**src/rtl/sound_event_arbiter_pkg.sv**
```systemverilog
// Shared types and constants for the sound event arbiter.
// Defines the FSM states, event indices and drop-count saturation.
package snd_arb_pkg;

  typedef enum logic [1:0] {
    ST_IDLE = 2'd0,
    ST_PLAY = 2'd1,
    ST_GAP  = 2'd2
  } state_t;

  localparam int EV_START = 3;
  localparam int EV_KILL  = 2;
  localparam int EV_HIT   = 1;
  localparam int EV_SHOT  = 0;
  localparam int DROP_MAX = 255;

  function automatic logic [7:0] sat_add(input logic [7:0] a, input logic [2:0] b);
    logic [8:0] s;
    s = {1'b0, a} + {6'b0, b};
    return (s > 9'(DROP_MAX)) ? 8'(DROP_MAX) : s[7:0];
  endfunction

endpackage

```
**src/rtl/sound_event_arbiter_if.sv**
```systemverilog
// Event request levels in, one-hot sound select and drop status out.
// No flow control: requests are levels; outputs are registered state.
interface sound_event_arbiter_if;
  logic [3:0] ev_req;
  logic [3:0] snd_sel;
  logic       snd_active;
  logic [1:0] cur_id;
  logic       ev_drop;
  logic [7:0] drop_cnt;

  modport master (
    output ev_req,
    input  snd_sel, snd_active, cur_id, ev_drop, drop_cnt
  );

  modport slave (
    input  ev_req,
    output snd_sel, snd_active, cur_id, ev_drop, drop_cnt
  );
endinterface

```
**src/rtl/sound_event_arbiter_prio_enc.sv**
```systemverilog
// Combinational 4-bit priority encoder, highest index wins.
// Zero latency; no backpressure.
module snd_prio_enc
  import snd_arb_pkg::*;
(
  input  logic [3:0] req,
  output logic [1:0] idx,
  output logic       vld
);
  always_comb begin
    idx = 2'(EV_SHOT);
    vld = 1'b1;
    if      (req[EV_START]) idx = 2'(EV_START);
    else if (req[EV_KILL])  idx = 2'(EV_KILL);
    else if (req[EV_HIT])   idx = 2'(EV_HIT);
    else if (req[EV_SHOT])  idx = 2'(EV_SHOT);
    else                    vld = 1'b0;
  end
endmodule

```
**src/rtl/sound_event_arbiter.sv**
```systemverilog
// Latches rising edges of four event levels and plays them one at a time, highest first;
// an event raised from idle is audible two cycles later. SND_ARB_PREEMPT_EN enables preemption.
module sound_event_arbiter
  import snd_arb_pkg::*;
#(
  parameter int HOLD_CYCLES = 5_000_000,
  parameter int GAP_CYCLES  = 500_000
) (
  input  logic                 clk,
  input  logic                 reset_n,
  sound_event_arbiter_if.slave bus
);
  localparam int CNT_MAX = (HOLD_CYCLES > GAP_CYCLES) ? HOLD_CYCLES : GAP_CYCLES;
  localparam int CNT_W   = $clog2(CNT_MAX + 1);
  localparam logic [CNT_W-1:0] HOLD_LOAD = CNT_W'(HOLD_CYCLES - 1);
  localparam logic [CNT_W-1:0] GAP_LOAD  = CNT_W'(GAP_CYCLES - 1);

  state_t           state, state_n;
  logic [CNT_W-1:0] cnt, cnt_n;
  logic [3:0]       prev, pending, pending_n;
  logic [3:0]       snd_sel, sel_n;
  logic [1:0]       cur_id, cur_n;
  logic             snd_active, act_n;
  logic             ev_drop, drop_n;
  logic [7:0]       drop_cnt, drop_cnt_n;

  logic [3:0] rise, grant_mask, drop_bits;
  logic [1:0] g_idx;
  logic       g_vld, grant_ok, preempt;
  logic [2:0] n_drop;

  snd_prio_enc u_enc (.req(pending), .idx(g_idx), .vld(g_vld));

  assign rise = bus.ev_req & ~prev;

  always_comb begin
    state_n    = state;
    cnt_n      = cnt;
    sel_n      = snd_sel;
    cur_n      = cur_id;
    act_n      = snd_active;
    grant_ok   = 1'b0;
    preempt    = 1'b0;
    grant_mask = 4'b0000;
    case (state)
      ST_IDLE: grant_ok = 1'b1;
      ST_PLAY: begin
        if (cnt == '0) begin
          sel_n = 4'b0000;
          act_n = 1'b0;
          if (GAP_CYCLES != 0) begin
            state_n = ST_GAP;
            cnt_n   = GAP_LOAD;
          end else begin
            state_n  = ST_IDLE;
            grant_ok = 1'b1;
          end
        end else begin
          cnt_n = cnt - 1'b1;
`ifdef SND_ARB_PREEMPT_EN
          // Only a strictly higher-priority event may cut the current sound short.
          if (g_vld && (g_idx > cur_id)) begin
            grant_ok = 1'b1;
            preempt  = 1'b1;
          end
`endif
        end
      end
      ST_GAP: begin
        if (cnt == '0) begin
          state_n  = ST_IDLE;
          grant_ok = 1'b1;
        end else begin
          cnt_n = cnt - 1'b1;
        end
      end
      default: state_n = ST_IDLE;
    endcase

    if (grant_ok && g_vld) begin
      state_n    = ST_PLAY;
      cnt_n      = HOLD_LOAD;
      sel_n      = 4'(4'b0001 << g_idx);
      cur_n      = g_idx;
      act_n      = 1'b1;
      grant_mask = 4'(4'b0001 << g_idx);
    end

    // A rise on the bit being granted this cycle re-arms it rather than dropping.
    pending_n  = (pending & ~grant_mask) | rise;
    drop_bits  = rise & pending & ~grant_mask;
    n_drop     = {2'b0, drop_bits[0]} + {2'b0, drop_bits[1]} + {2'b0, drop_bits[2]}
               + {2'b0, drop_bits[3]} + {2'b0, preempt};
    drop_n     = (n_drop != 3'd0);
    drop_cnt_n = sat_add(drop_cnt, n_drop);
  end

  always_ff @(posedge clk or negedge reset_n) begin
    if (!reset_n) begin
      state      <= ST_IDLE;
      cnt        <= '0;
      prev       <= 4'b1111;
      pending    <= 4'b0000;
      snd_sel    <= 4'b0000;
      cur_id     <= 2'd0;
      snd_active <= 1'b0;
      ev_drop    <= 1'b0;
      drop_cnt   <= 8'd0;
    end else begin
      state      <= state_n;
      cnt        <= cnt_n;
      prev       <= bus.ev_req;
      pending    <= pending_n;
      snd_sel    <= sel_n;
      cur_id     <= cur_n;
      snd_active <= act_n;
      ev_drop    <= drop_n;
      drop_cnt   <= drop_cnt_n;
    end
  end

  assign bus.snd_sel    = snd_sel;
  assign bus.snd_active = snd_active;
  assign bus.cur_id     = cur_id;
  assign bus.ev_drop    = ev_drop;
  assign bus.drop_cnt   = drop_cnt;
endmodule

```
**src/flat_wrapper.sv**
```systemverilog
// flat-port wrapper written by rule: the top's interface ports become plain ports
module sound_event_arbiter_flat import snd_arb_pkg::*;
#(
  parameter int HOLD_CYCLES = 5_000_000,
  parameter int GAP_CYCLES  = 500_000
)
  (clk, reset_n, bus_ev_req, bus_snd_sel, bus_snd_active, bus_cur_id, bus_ev_drop, bus_drop_cnt);
  sound_event_arbiter_if bus_i ();
  input  logic clk;
  input  logic reset_n;
  input wire logic [$bits(bus_i.ev_req)-1:0] bus_ev_req;
  output wire logic [$bits(bus_i.snd_sel)-1:0] bus_snd_sel;
  output wire logic [$bits(bus_i.snd_active)-1:0] bus_snd_active;
  output wire logic [$bits(bus_i.cur_id)-1:0] bus_cur_id;
  output wire logic [$bits(bus_i.ev_drop)-1:0] bus_ev_drop;
  output wire logic [$bits(bus_i.drop_cnt)-1:0] bus_drop_cnt;
  assign bus_i.ev_req = bus_ev_req;
  assign bus_snd_sel = bus_i.snd_sel;
  assign bus_snd_active = bus_i.snd_active;
  assign bus_cur_id = bus_i.cur_id;
  assign bus_ev_drop = bus_i.ev_drop;
  assign bus_drop_cnt = bus_i.drop_cnt;
  sound_event_arbiter #(.HOLD_CYCLES(HOLD_CYCLES), .GAP_CYCLES(GAP_CYCLES)) u_core (.clk(clk), .reset_n(reset_n), .bus(bus_i));
endmodule
```
**config.mk**
```make
export PLATFORM = sky130hd
export DESIGN_NAME = sound_event_arbiter_flat
export DESIGN_NICKNAME = d
export VERILOG_FILES = /design/src/rtl/sound_event_arbiter_pkg.sv /design/src/rtl/sound_event_arbiter_if.sv /design/src/rtl/sound_event_arbiter_prio_enc.sv /design/src/rtl/sound_event_arbiter.sv /design/src/flat_wrapper.sv
export SDC_FILE = /design/constraint.sdc
export NUM_CORES = 1
export LEC_CHECK = 0
export BUFFER_PORTS_ARGS = -buffer_cell sky130_fd_sc_hd__buf_4
export CORE_MARGIN = 4
export CORE_UTILIZATION = 64
export CTS_CLUSTER_SIZE = 28
export DETAILED_ROUTE_END_ITERATION = 10
export PLACE_DENSITY = 0.84
export SLEW_MARGIN = 20
export SYNTH_ARGS = -nofsm -noshare
export SYNTH_HDL_FRONTEND = slang
export SYNTH_SLANG_ARGS = --single-unit
export TNS_END_PERCENT = 5
```
**constraint.sdc**
```tcl
create_clock -name clk -period 13.2 [get_ports clk]
set_input_delay 1.98 -clock clk [delete_from_list [all_inputs] [get_ports clk]]
set_output_delay 1.98 -clock clk [all_outputs]
set_load 0.02 [all_outputs]
```
==> flow_summary.toml <==
[yosys]
synth_flop_cell = "dfrtp_1"
yosys_warnings = 0
synth_area_mm2 = 0.00272
async_flop_share = 1.00
syn_nets = 298
synth_cells = 281
synth_edf_count = 0
synth.avg_cell_area_um2 = 9.68
netlist.area_leader.share = 0.414
synth_cell_type_count = 57
ys_ff_latch = 49
yosys-top-cells-area = "dfrtp_1, ha_1, dfstp_2"
synth.yosys.seq_area_share = 0.453
synth_area_leader_cell = "dfrtp_1"

[sta]
slew_viol_final = 0
max_slew_margin = 0.283
rsz0062_at_grt = "no"
final.period_utilization = 0.360
tightest_slew_ps = 1070
holdWs_ps = 496
finalClockSkew_ps = 11.2
fmax_ghz = 0.211
fin_crit_ps = 4750
finalHoldViolations = 0
fin_tns_setup_ps = 0
setup_viol = 0

[setup_path]
startpoint_type = "register"
crit_fanout = 15
cp-end-kind = "register"
path_class = "register to register"
worstPathRequired_ps = 13430
arrival_ps = 4980

[final_layout]
layout.cells.non_filler = 351
final_cell_mix = "dfrtp_1, nor2_1, buf_4"
antenna_cells = 0
drive_gt1_frac = 0.146
layout_commonest_cell = "dfrtp_1"
final_core_util = 0.747
syn_to_final_growth_pct = 11.4
nets = 317
postLayoutCellArea_mm2 = 0.00303

[clock_network]
hold_buffers = 0
clock_latency_ps = 300
cts_buffer_depth = 2
h-tree-depth = 2
root_buffer = "clkbuf_8"
cts.sinks = 49
cts_resized = 0
cts_tree = "done"
cts.clk_slew.worst_paths_ps = 90
postCtsSetupBuffers = 0
cts_buffers = 5

[placed_design]
port_buffers = 21
dpl_cell_area_mm2 = 0.00289
dpl.hpwl_um = 4340
placed_cells = 343
gp_routability_congestion = 0.974

[routing]
dr_total_vias = 2332
drt_wl_total_um = 6160
initialDrtViolationCount = 336
viasPerCell = 6.64
wl_per_cell_um = 17.6
dr.pass1.iters = 4
drc = 0
antenna_left = 0

[floorplanning]
die_area_mm2 = 0.00536
start_util = 0.670
io_pins = 22
die_x_um = 73.2
row_count = 23
core_mm2 = 0.00406
dieHeight_um = 73.2

[power]
p_comb_frac = 0.201
clkPwrFrac = 0.334
p_sw_mw = 0.107
p_sw_frac = 0.279
power_density_mw_per_mm2 = 126
seq_power_share = 0.465
intPower_mw = 0.275
p_leak_nw = 1.27
peakVddDrop_mv = 0.161

[global_route]
grt_overflow = 0
grt_first_pass_wirelength_um = 10600
grt_use_total = 0.253
grt_antenna_before_repair = 0
grt_pass1_vias = 2325
grt_max_degree = 50

[run_status]
status = "completed"

[worst_hold_path]
hold_class = "register to register"

[run]
cap_violations = 0
==> cells in the mapped netlist, drive strengths merged (3+ instances only) <==
| master | count |
|---|---|
| a31oi | 7 |
| or3 | 6 |
| dfstp | 4 |
| a211oi | 4 |
| nand2 | 22 |
| nand3 | 13 |
| inv | 14 |
| o31ai | 7 |
| a311oi | 3 |
| nand2b | 6 |
| or4 | 9 |
| a21oi | 19 |
| mux2i | 3 |
| nor4 | 5 |
| a21o | 5 |
| o41ai | 3 |
| xnor2 | 4 |
| nor3 | 14 |
| buf | 6 |
| ha | 9 |
| dfrtp | 45 |
| o21ai | 11 |
| clkbuf | 4 |
| nor2 | 23 |
==> cell families after synthesis <==
logic type	count (synthesis)	share of synthesized area
AOI/OAI and AO/OA	77	0.206
xor gates and xnor gates	6	0.0193
adders and majority gates	11	0.0561
buffers and inverters	24	0.0400
DFF	49	0.453
muxes	3	0.0110
and+or+nand+nor	111	0.215
==> sequential cells by signal, indices dropped and copies added (netlist names) <==
signal                 flops
u_core.cnt                23
u_core.bus.drop_cnt        8
u_core.bus.snd_sel         4
u_core.pending             4
u_core.prev                4
u_core.bus.cur_id          2
u_core.state               2
u_core.bus.ev_drop         1
u_core.bus.snd_active      1
==> metrics by stage <==
step / total power, mW / setup WS, ps
floorplan: 0.226 / 8950
global placement: 0.257 / 8760
detailed placement: 0.259 / 8570
CTS: 0.385 / 8520
global route: 0.401 / 8070
finish: 0.382 / 8450
==> critical path, cell delays in order (launching register included) <==
cell	delay [ps]
dfrtp_1	470
nor4_1	920
nor4b_1	220
a21oi_2	660
o41ai_1	170
nor2_1	130
ha_1	250
fa_1	400
ha_1	320
inv_1	60
fa_1	420
inv_1	70
a21oi_1	110
nor2_1	150
nand3_1	200
nand2b_1	130
==> layout make-up <==
| class | count | area [um2] |
|---|---|---|
| multi-input cells | 208 | 1380 |
| flip-flops and latches | 49 | 1230 |
| clock inverters | 3 | 68.8 |
| well taps | 50 | 62.6 |
| repair buffers | 22 | 165 |
| inverters | 14 | 52.6 |
| clock buffers | 5 | 68.8 |
| fillers | 294 | 1030 |
==> power groups by stage <==
| stage | Combinational (mW) | Sequential [mW] | Clock [mW] |
|---|---|---|---|
| floorplan | 0.0322 | 0.193 | 0 |
| global placement | 0.0766 | 0.180 | 0 |
| detailed placement | 0.0792 | 0.180 | 0 |
| CTS | 0.0781 | 0.178 | 0.130 |
| global route | 0.0854 | 0.180 | 0.135 |
| finish | 0.0768 | 0.178 | 0.128 |
==> metal layers <==
layer,share of wire,vias up,GRT usage
li1,-,1090,-
met1,0.42,1137,0.332
met5,0,-,0
met3,0.058,19,0.0413
met4,0.030,0,0.109
met2,0.49,86,0.414
==> final timing paths <==
check | startpoint | end | slack [ps] | cells after the start
setup reg to reg | u_core.pending[1] | u_core.bus.drop_cnt[0] | 8450 | 15
max in group asynchronous | reset_n | u_core.cnt[22] | 11100 | 1
hold / removal | u_core.bus.snd_active | u_core.bus.snd_active | 500 | 1
setup / recovery | u_core.pending[1] | u_core.bus.drop_cnt[0] | 8450 | 15
hold reg to reg | u_core.bus.snd_active | u_core.bus.snd_active | 500 | 1
min in group asynchronous | reset_n | u_core.cnt[10] | 1660 | 1
No activity file was read; power rests on OpenSTA's default activity.
